### src/rtl/gpio_ctrl_if.sv
// Core-side register bus for gpio_ctrl: byte address, write data,
// single-cycle write strobe and combinational read data.
//   master : core side (drives Adr_in, Data_in, We_in; receives Data_out)
//   slave  : gpio_ctrl side (receives Adr_in, Data_in, We_in; drives Data_out)
interface gpio_ctrl_if;
    logic [31:0] Adr_in;
    logic [31:0] Data_in;
    logic        We_in;
    logic [31:0] Data_out;

    modport master (
        output Adr_in,
        output Data_in,
        output We_in,
        input  Data_out
    );

    modport slave (
        input  Adr_in,
        input  Data_in,
        input  We_in,
        output Data_out
    );
endinterface

### src/rtl/gpio_ctrl.sv
// Memory-mapped GPIO block: output/direction registers, synchronised
// inputs, rise/fall edge detection into a sticky W1C status register.
// Ports:
//   clk, rst      : clock (rising edge), async active-high reset
//   bus           : register bus (slave side), 32-bit addr/data
//   pins_in       : asynchronous external inputs
//   pins_out      : output drive values (OUT register)
//   pins_oe       : per-pin output enable (DIR register)
//   irq           : level interrupt, |(STAT & IE), registered
module gpio_ctrl #(
    parameter int          WIDTH   = 8,
    parameter logic [15:0] BASE_HI = 16'h1001,
    parameter logic [15:0] BASE_LO = 16'h0024
) (
    input  logic             clk,
    input  logic             rst,
    gpio_ctrl_if.slave       bus,
    input  logic [WIDTH-1:0] pins_in,
    output logic [WIDTH-1:0] pins_out,
    output logic [WIDTH-1:0] pins_oe,
    output logic             irq
);

    logic [WIDTH-1:0] out_q, dir_q, ie_q, stat_q, rise_q, fall_q;
    logic [WIDTH-1:0] out_nxt, dir_nxt, ie_nxt, stat_nxt;
    logic [WIDTH-1:0] rise_nxt, fall_nxt;
    logic [WIDTH-1:0] s1_q, s2_q, s3_q;
    logic [WIDTH-1:0] wd, ev, clr, rd;
    logic [15:0]      off;
    logic             page_hit;
    logic             sel_out, sel_in, sel_dir, sel_ie;
    logic             sel_stat, sel_rise, sel_fall;
    logic [31:0]      rd32;
    logic             unused_data;

    assign wd          = bus.Data_in[WIDTH-1:0];
    assign unused_data = ^bus.Data_in;

    // Offset wraps modulo 2^16, so addresses below BASE_LO miss.
    assign page_hit = (bus.Adr_in[31:16] == BASE_HI);
    assign off      = bus.Adr_in[15:0] - BASE_LO;

    always_comb begin
        sel_out  = 1'b0;
        sel_in   = 1'b0;
        sel_dir  = 1'b0;
        sel_ie   = 1'b0;
        sel_stat = 1'b0;
        sel_rise = 1'b0;
        sel_fall = 1'b0;
        if (page_hit) begin
            case (off)
                16'h0000: sel_out  = 1'b1;
                16'h0004: sel_in   = 1'b1;
                16'h0008: sel_dir  = 1'b1;
                16'h000C: sel_ie   = 1'b1;
                16'h0010: sel_stat = 1'b1;
                16'h0014: sel_rise = 1'b1;
                16'h0018: sel_fall = 1'b1;
                default:  ;
            endcase
        end
    end

    // Edge events from the synchronised sample and its history flop.
    assign ev  = (s2_q & ~s3_q & rise_q) | (~s2_q & s3_q & fall_q);
    assign clr = (bus.We_in && sel_stat) ? wd : '0;

    always_comb begin
        out_nxt  = out_q;
        dir_nxt  = dir_q;
        ie_nxt   = ie_q;
        rise_nxt = rise_q;
        fall_nxt = fall_q;
        if (bus.We_in) begin
            if (sel_out)  out_nxt  = wd;
            if (sel_dir)  dir_nxt  = wd;
            if (sel_ie)   ie_nxt   = wd;
            if (sel_rise) rise_nxt = wd;
            if (sel_fall) fall_nxt = wd;
        end
        // Set has priority over a same-cycle clear.
        stat_nxt = (stat_q & ~clr) | ev;
    end

    always_ff @(posedge clk or posedge rst) begin
        if (rst) begin
            out_q  <= '0;
            dir_q  <= '0;
            ie_q   <= '0;
            stat_q <= '0;
            rise_q <= '0;
            fall_q <= '0;
            s1_q   <= '0;
            s2_q   <= '0;
            s3_q   <= '0;
            irq    <= 1'b0;
        end else begin
            out_q  <= out_nxt;
            dir_q  <= dir_nxt;
            ie_q   <= ie_nxt;
            stat_q <= stat_nxt;
            rise_q <= rise_nxt;
            fall_q <= fall_nxt;
            s1_q   <= pins_in;
            s2_q   <= s1_q;
            s3_q   <= s2_q;
            // Registered from next-state so irq tracks STAT/IE
            // on the same edge without combinational glitches.
            irq    <= |(stat_nxt & ie_nxt);
        end
    end

    always_comb begin
        rd = '0;
        if (sel_out)  rd = out_q;
        if (sel_in)   rd = s2_q;
        if (sel_dir)  rd = dir_q;
        if (sel_ie)   rd = ie_q;
        if (sel_stat) rd = stat_q;
        if (sel_rise) rd = rise_q;
        if (sel_fall) rd = fall_q;
    end

    always_comb begin
        rd32             = '0;
        rd32[WIDTH-1:0]  = rd;
    end

    assign bus.Data_out = rd32;
    assign pins_out     = out_q;
    assign pins_oe      = dir_q;

endmodule

### src/flat_wrapper.sv
// flat-port wrapper written by rule: the top's interface ports become plain ports
module gpio_ctrl_flat 
#(
    parameter int          WIDTH   = 8,
    parameter logic [15:0] BASE_HI = 16'h1001,
    parameter logic [15:0] BASE_LO = 16'h0024
)
  (clk, rst, pins_in, pins_out, pins_oe, irq, bus_Adr_in, bus_Data_in, bus_We_in, bus_Data_out);
  gpio_ctrl_if bus_i ();
  input  logic clk;
  input  logic rst;
  input  logic [WIDTH-1:0] pins_in;
  output logic [WIDTH-1:0] pins_out;
  output logic [WIDTH-1:0] pins_oe;
  output logic irq;
  input wire logic [$bits(bus_i.Adr_in)-1:0] bus_Adr_in;
  input wire logic [$bits(bus_i.Data_in)-1:0] bus_Data_in;
  input wire logic [$bits(bus_i.We_in)-1:0] bus_We_in;
  output wire logic [$bits(bus_i.Data_out)-1:0] bus_Data_out;
  assign bus_i.Adr_in = bus_Adr_in;
  assign bus_i.Data_in = bus_Data_in;
  assign bus_i.We_in = bus_We_in;
  assign bus_Data_out = bus_i.Data_out;
  gpio_ctrl #(.WIDTH(WIDTH), .BASE_HI(BASE_HI), .BASE_LO(BASE_LO)) u_core (.clk(clk), .rst(rst), .bus(bus_i), .pins_in(pins_in), .pins_out(pins_out), .pins_oe(pins_oe), .irq(irq));
endmodule
### config.mk
export PLATFORM = sky130hd
export DESIGN_NAME = gpio_ctrl_flat
export DESIGN_NICKNAME = d
export VERILOG_FILES = /design/src/rtl/gpio_ctrl_if.sv /design/src/rtl/gpio_ctrl.sv /design/src/flat_wrapper.sv
export SDC_FILE = /design/constraint.sdc
export NUM_CORES = 1
export LEC_CHECK = 0
export CORE_ASPECT_RATIO = 0.9
export CORE_UTILIZATION = 40
export CTS_CLUSTER_DIAMETER = 150
export DETAILED_ROUTE_END_ITERATION = 7
export PLACE_DENSITY = 0.84
export SYNTH_ARGS = -nofsm -noshare
export SYNTH_HDL_FRONTEND = slang
export SYNTH_SLANG_ARGS = --single-unit
### constraint.sdc
create_clock -name clk -period 2.7 [get_ports clk]
set_input_delay 0.54 -clock clk [delete_from_list [all_inputs] [get_ports clk]]
set_output_delay 0.54 -clock clk [all_outputs]
set_load 0.02 [all_outputs]
Word level (Yosys, flattened, before mapping) --
Index checks and enable logic that the tools add are counted.
Storage, ports and cells: register bits after elaboration 73, input bits 75, output and inout bits 49, word-level logic and storage cells 60
Operators by class: add/subtract/negate cells 1, eq/ne operators 7, multiplexer cells 24, bitwise gates (word level) 11, reductions and logical operators 7
Operator list (number):
- two-way mux 8 bit | 10
- AND 8 bit | 6
- equality test 16 x 5 -> 1 bit, second input constant | 3
- equality test 16 x 4 -> 1 bit, second input constant | 2
- inverter 8 bit | 3
- equality test 16 x 13 -> 1 bit, second input constant | 1
- equality test 16 x 3 -> 1 bit, second input constant | 1
- logical NOT 16 bit | 1
- bitwise OR 8 bit | 2
- subtractor 16 x 6 -> 16 bit, second input constant | 1
- two-way mux 1 bit | 14
- AND reduction 2 bit | 4
- OR reduction 8 bit | 1
- logical AND 1 bit | 1

Longest topological paths before layout --
Gate-level depths: netlist of the first run.
depth after elaboration 11, mapped depth 7, mapped depth without buffers 6

Worst setup path before layout of the first run --
OpenSTA, ideal clock, no wires.
kind input to output, from input bus_Adr_in[8], to output bus_Data_out[6], arrival time 2.456 ns, data required time 2.160 ns, setup slack -0.296 ns, stages 7, buffers on the path 2, cells stage by stage nor4_1 > nand4_1 > buf_2 > nor4_4 > buf_2 > a221oi_1 > a21oi_1
Between the ends: longest elaborated chain between the ends 11, elaborated cells on any way between the ends 29, those cells by class 1 x add/sub; 6 x eq/ne; 21 x mux; 1 x reduce/logical
RTL lines:
- from (decl) | line flat_wrapper.sv:16 | input wire logic [$bits(bus_i.Adr_in)-1:0] bus_Adr_in;
- subtractor 16 x 6 -> 16 bit * | line gpio_ctrl.sv:41 | assign off = bus.Adr_in[15:0] - BASE_LO;
- logical NOT 16 bit | line gpio_ctrl.sv:52 | case (off)
- two-way mux 1 bit | line gpio_ctrl.sv:52
- two-way mux 1 bit | line gpio_ctrl.sv:51 | if (page_hit) begin
- two-way mux 8 bit | line gpio_ctrl.sv:116 | if (sel_out) rd = out_q;
- two-way mux 8 bit | line gpio_ctrl.sv:117 | if (sel_in) rd = s2_q;
- two-way mux 8 bit | line gpio_ctrl.sv:118 | if (sel_dir) rd = dir_q;
- two-way mux 8 bit | line gpio_ctrl.sv:119 | if (sel_ie) rd = ie_q;
- two-way mux 8 bit | line gpio_ctrl.sv:120 | if (sel_stat) rd = stat_q;
- two-way mux 8 bit | line gpio_ctrl.sv:121 | if (sel_rise) rd = rise_q;
- two-way mux 8 bit * | line gpio_ctrl.sv:122 | if (sel_fall) rd = fall_q;
- to (decl) | line flat_wrapper.sv:19 | output wire logic [$bits(bus_i.Data_out)-1:0] bus_Data_out;
Every way passes the cells marked *; elsewhere a longest branch is shown, timed or not.

Final worst setup path of the first run --
from input bus_Adr_in[6], to output bus_Data_out[1]
The elaborated chain is that of the path after synthesis.

==> results.sh, run 1 <==
export IMPL_status="finished clean"
export IMPL_via_per_inst=5.39
export IMPL_avgSynthCellArea_sq_um=13.5
export IMPL_drt_first_pass_iters=4
export IMPL_ys_warn_count=0
export IMPL_numCtsBuffers=9
export IMPL_die_h_um=89.6
export IMPL_hp_class="register to register"
export IMPL_ys_seq_elements=73
export IMPL_syn_to_final_growth_pct=43.6
export IMPL_synth_area_leaders="dfrtp_1 (54%), mux2_2 (11%), buf_4 (5.3%)"
export IMPL_worst_pin_slew_ns=0.521
export IMPL_synth_simple_area_share=0.116
export IMPL_synth_top_area_cell="dfrtp_1"
export IMPL_critPathRequiredTime_ns=2.16
export IMPL_synthFlopType="dfrtp_1"
export IMPL_synth_edf_count=0
export IMPL_cts_tree="yes"
export IMPL_rows=31
export IMPL_wl_um=8700
export IMPL_start_util=0.418
export IMPL_yosysUniqueCellTypes=38
export IMPL_power_leakage_nw=2.31
export IMPL_core_area_sq_mm=0.00815
export IMPL_slowest_stage="clkdlybuf4s50_1"
export IMPL_end_kind="primary output"
export IMPL_finalSetupViolations=0
export IMPL_grt_total_usage=0.204
export IMPL_slowest_delay_ns=0.44
export IMPL_path_buf_inv=3
export IMPL_grt_overflow_total=0
export IMPL_synth_cells=253
export IMPL_worst_ep_arrival_time_ns=2.16
export IMPL_synth_xor_area_frac=0.00257
export IMPL_yosysMostFrequentCell="dfrtp_1"
export IMPL_fmax_mhz=370
export IMPL_async_reset_ff_frac=1.00
export IMPL_cellPowerDensity_mw_per_mm2=483
export IMPL_synthTopCellsByCount="dfrtp_1 (73), mux2_2 (32), buf_4 (24)"
export IMPL_synth_compound_area_share=0.0734
export IMPL_max_vdd_ir_drop_v=0.000346
export IMPL_finalMaxSlewViolations=0
export IMPL_io_pins=124
export IMPL_io_buffers=75
export IMPL_die_area_sq_mm=0.00889
export IMPL_clockBufferDepth=2
export IMPL_final_layout_size_suffix_gt1_frac=0.416
export IMPL_die_w_um=99.3
export IMPL_clock_latency_ns=0.34
export IMPL_ctsRootBufferMaster="clkbuf_8"
export IMPL_place_congestion=0.823
export IMPL_max_slew_margin=0.653
export IMPL_grt_pass1_wl_um=13500
export IMPL_avgRoutedWirePerCell_um=18.1
export IMPL_vias=2594
export IMPL_hold_viol_final=0
export IMPL_max_cap_violations=0
export IMPL_fin_nets=452
export IMPL_synth_top_area_share=0.536
export IMPL_drt_iter0_markers=148
export IMPL_synth_mux_area_frac=0.209
export IMPL_antenna_found_initial=0
export IMPL_start_kind="primary input"
export IMPL_grt_max_degree=43
export IMPL_yosysSeqAreaShare=0.536
export IMPL_drc=0
export IMPL_path_delay_family="buffers and inverters"
export IMPL_worstSetupPathType="primary input to primary output"
export IMPL_synth_fa_ha_area_frac=0
export IMPL_cp_max_fo=8
export IMPL_path_clk_slew_ns=0.08
export IMPL_h_tree_depth=3
export IMPL_n_antenna_cell=0
export IMPL_clock_skew_ns=0.00442
export IMPL_period_share=1.00
export IMPL_grt_pass1_vias=2600
export IMPL_syn_area_sq_mm=0.00341
export IMPL_dp_hpwl_um=6000
export IMPL_synth_top_family_by_area="multiplexers"
export IMPL_period_minus_slack_ns=2.70
export IMPL_clkSinkCount=73
export IMPL_postRouteAntennaNets=0
export IMPL_rsz0062_at_grt="true"
export IMPL_crit_path_cell_trace="clkdlybuf4s50_1 > and4bb_2 > nand2_1 > nor3_4 > buf_6 > a221oi_2 > a21oi_1 > buf_4"
export IMPL_finalPower_mw=2.36
export IMPL_tns_ns=0
-- layout make-up --
cell class	instances	area, sq um
Clock buffer	11	141
Clock inverter	5	103
Fill cell	647	3250
Inverter	2	7.51
Multi-Input combinational cell	171	1620
Sequential cell	73	1830
Tap cell	99	124
Timing Repair Buffer	120	1080
-- per-layer routing --
layer  GRT usage  up-vias  wire [um]
met2       0.352      120       4380
met3      0.0410       13        583
li1            -     1152          -
met5           0        -          0
met1       0.256     1309       3630
met4      0.0789        0        111
-- path summary, 6_finish.rpt --
check	from	slack, ns	cells past startpoint	endpoint
setup / recovery	bus_Adr_in[6]	0.0001	8	bus_Data_out[1]
hold / removal	u_core.s1_q[6]	0.35	0	u_core.s2_q[6]
setup reg to reg	u_core.s2_q[6]	1.47	5	u_core.irq
hold reg to reg	u_core.s1_q[6]	0.35	0	u_core.s2_q[6]
max in group asynchronous	rst	1.69	3	u_core.stat_q[7]
min in group asynchronous	rst	0.60	3	u_core.pins_oe[5]
-- cell usage in the layout (no fill, tap or decap), drive strengths merged, types with 6 or more instances in the layout --
cell type and count:
dfrtp 73, buf 70, mux2 40, clkdlybuf4s50 36
conb 24, nand2 20, clkbuf 13, nand3b 9
mux2i 8, mux4 8, a221oi 8, a21oi 8
nor4 7, clkdlybuf4s15 6
-- logic make-up after synthesis --
group                  after synthesis
AO/OA/AOI/OAI                       36
XOR/XNOR                             1
buffers and inverters               32
flip-flops                          73
multiplexers                        56
other                                1
AND/OR/NAND/NOR                     54
-- power breakdown --
group	total, mW	switching (mW)	internal (mW)
Sequential	1.12	0.0109	1.11
Clock	1.04	0.400	0.638
Combinational	0.204	0.111	0.0926
Total	2.36	0.522	1.84
-- stage by stage --
step	setup WS, ns	std cells	util	hold slack, ns	area, sq um
after floorplan	-0.00510	276	-	0.331	3530
after global placement	-0.799	455	0.553	0.332	4500
after detailed placement	-0.812	455	0.553	0.338	4500
after CTS	0.00469	475	0.583	0.354	4750
after global routing	-0.0905	481	0.601	0.359	4890
final	0.000140	481	0.601	0.353	4890
-- what timing repair did --
action	CTS	global route
hold buffers	0	0
pin swaps	12	14
setup buffers	4	6
setup endpoints to repair	8	8
resized for setup	133	33
No activity file was read; power rests on OpenSTA's default activity.
==> run 2, diff against run 1 <==
CAP_MARGIN = 20   (was unset)
==> results of run 2 <==
Same layout as run 1: the final DEF is identical, and so are final timing and power.
==> run 3, diff against run 2 <==
CELL_PAD_IN_SITES_DETAIL_PLACEMENT = 2   (was unset)
CELL_PAD_IN_SITES_GLOBAL_PLACEMENT = 2   (was unset)
CORE_UTILIZATION = 26   (was 40)
==> run 3 against run 2 <==
Fmax rose by 0.12%; core utilization shrank 20 points; setup slack improved by 0.0032 ns; total power grew 3.5%; count of clock-buffer cells in the layout shrank 2; die area increased by 53%; clock power grew 7%; clock skew increased by 0.0012 ns; routed wire length increased by 27%; flip-flop and latch count did not move; register-to-register slack got worse by 0.20 ns; non-clock buffer count is 5 lower; critical path type unchanged; largest power group unchanged.
==> results.sh, run 3 (synthesis results as in run 1) <==
export IMPL_status="finished clean"
export IMPL_die_area_sq_mm=0.0136
export IMPL_worst_ep_arrival_time_ns=2.16
export IMPL_hold_viol_final=0
export IMPL_clockBufferDepth=2
export IMPL_grt_pass1_wl_um=17200
export IMPL_finalInstanceArea_sq_mm=0.00506
export IMPL_crit_path_cell_trace="buf_6 > nor4_4 > nand3_4 > buf_4 > nor4_4 > buf_4 > a221oi_2 > a21oi_2 > buf_6"
export IMPL_wl_um=11100
export IMPL_die_w_um=123
export IMPL_ctsRootBufferMaster="clkbuf_16"
export IMPL_io_pins=124
export IMPL_multiInputGateArea_sq_mm=0.00166
export IMPL_end_kind="primary output"
export IMPL_cts_tree="yes"
export IMPL_grt_total_usage=0.172
export IMPL_drt_iter0_markers=43
export IMPL_fillers=1280
export IMPL_rsz0062_at_grt="true"
export IMPL_numCtsBuffers=9
export IMPL_syn_to_final_growth_pct=48.5
export IMPL_hp_class="register to register"
export IMPL_cts_hold_buf=0
export IMPL_final_layout_size_suffix_gt1_frac=0.424
export IMPL_clkSinkCount=73
export IMPL_cellPowerDensity_mw_per_mm2=483
export IMPL_place_area_sq_mm=0.00458
export IMPL_grt_pass1_vias=2999
export IMPL_clock_latency_ns=0.34
export IMPL_final_common_cell="dfrtp_1"
export IMPL_max_cap_violations=0
export IMPL_rows=39
export IMPL_slowest_stage="nor4_4"
export IMPL_finalSetupViolations=0
export IMPL_start_util=0.268
export IMPL_die_h_um=111
export IMPL_dp_hpwl_um=7450
export IMPL_clock_skew_ns=0.00558
export IMPL_drc=0
export IMPL_path_clk_slew_ns=0.06
export IMPL_fin_nets=447
export IMPL_drt_first_pass_iters=4
export IMPL_post_route_util=0.397
export IMPL_grt_overflow_total=0
export IMPL_finalMaxSlewViolations=0
export IMPL_n_antenna_cell=0
export IMPL_io_buffers=75
export IMPL_antenna_found_initial=0
export IMPL_core_area_sq_mm=0.0127
export IMPL_max_vdd_ir_drop_v=0.000317
export IMPL_wl_met1_um=4940
export IMPL_register_area_sq_mm=0.00183
export IMPL_worstSetupPathType="primary input to primary output"
export IMPL_fmax_mhz=371
export IMPL_fin_cells=541
export IMPL_vias=2544
export IMPL_start_kind="primary input"
export IMPL_wl_met2_um=5450
export IMPL_slowest_delay_ns=0.36
export IMPL_wl_met3_um=545
export IMPL_cp_max_fo=5
export IMPL_path_buf_inv=4
export IMPL_dp_cells=518
export IMPL_postRouteAntennaNets=0
export IMPL_period_minus_slack_ns=2.70
export IMPL_critPathRequiredTime_ns=2.16
export IMPL_via_per_inst=4.70
export IMPL_power_leakage_nw=2.30
export IMPL_grt_max_degree=74
export IMPL_h_tree_depth=3
export IMPL_final_cell_mix="dfrtp_1 (73), clkdlybuf4s50_1 (35), mux2_2 (32)"
export IMPL_routed_top_layer="met4"
export IMPL_period_share=0.999
export IMPL_path_delay_family="simple AND/OR/NAND/NOR gates"
export IMPL_place_congestion=0.815
export IMPL_avgRoutedWirePerCell_um=20.5
run 3: cell types whose count changed in the layout (fill, tap and decap cells not counted), sizes merged:
cell           change
buf                -3
bufinv             -3
clkbuf             -3
clkdlybuf4s15      +1
clkdlybuf4s50      -1
clkinv             +4
clkinvlp           +1
dlygate4sd2        +1
dlymetal6s2s       -2
run 3: power breakdown:
group          switching [mW]  internal, mW  total (mW)
combinational           0.117        0.0954       0.212
sequential             0.0116          1.11        1.12
clock                   0.489         0.620        1.11
run 3: metal layers:
metal	up-vias	GRT usage
met5	-	0
met4	0	0.0528
met3	12	0.0325
met2	97	0.283
met1	1298	0.227
li1	1137	-
run 3: metrics by stage:
step | TNS, ns | setup slack [ns] | hold WS [ns] | power, mW
5_1_grt | -0.587 | -0.0885 | 0.362 | 2.51
4_1_cts | 0 | 0.000286 | 0.353 | 2.46
6_report | 0 | 0.00334 | 0.352 | 2.45
3_5_place_dp | -15.84 | -0.920 | 0.337 | 1.35
3_3_place_gp | -14.23 | -0.906 | 0.333 | 1.34
2_1_floorplan | -0.00510 | -0.00510 | 0.331 | 1.25
run 3: final timing paths:
kind                           startpoint               to  slack (ns)  depth (start not counted)
max reg2reg                u_core.s2_q[3]       u_core.irq        1.27                          5
max                        bus_Adr_in[22]  bus_Data_out[1]       0.003                          9
min                        u_core.s1_q[7]   u_core.s2_q[7]        0.35                          0
min in group asynchronous             rst   u_core.s1_q[0]        0.60                          3
max in group asynchronous             rst   u_core.s3_q[3]        1.78                          3
min reg2reg                u_core.s1_q[7]   u_core.s2_q[7]        0.35                          0
run 3: final cells by class:
type,instances,share of cell area
inverter,2,0.00148
sequential,73,0.361
clock buffer,9,0.0445
tap,164,0.0405
multi-input combinational,171,0.328
timing repair buffer,115,0.215
clock inverter,7,0.00939
run 3: what timing repair did:
| item | CTS | global route |
|---|---|---|
| buffers inserted | 6 | 1 |
| resized for setup | 161 | 23 |
| pin swaps | 14 | 11 |
| setup endpoints to repair | 15 | 8 |
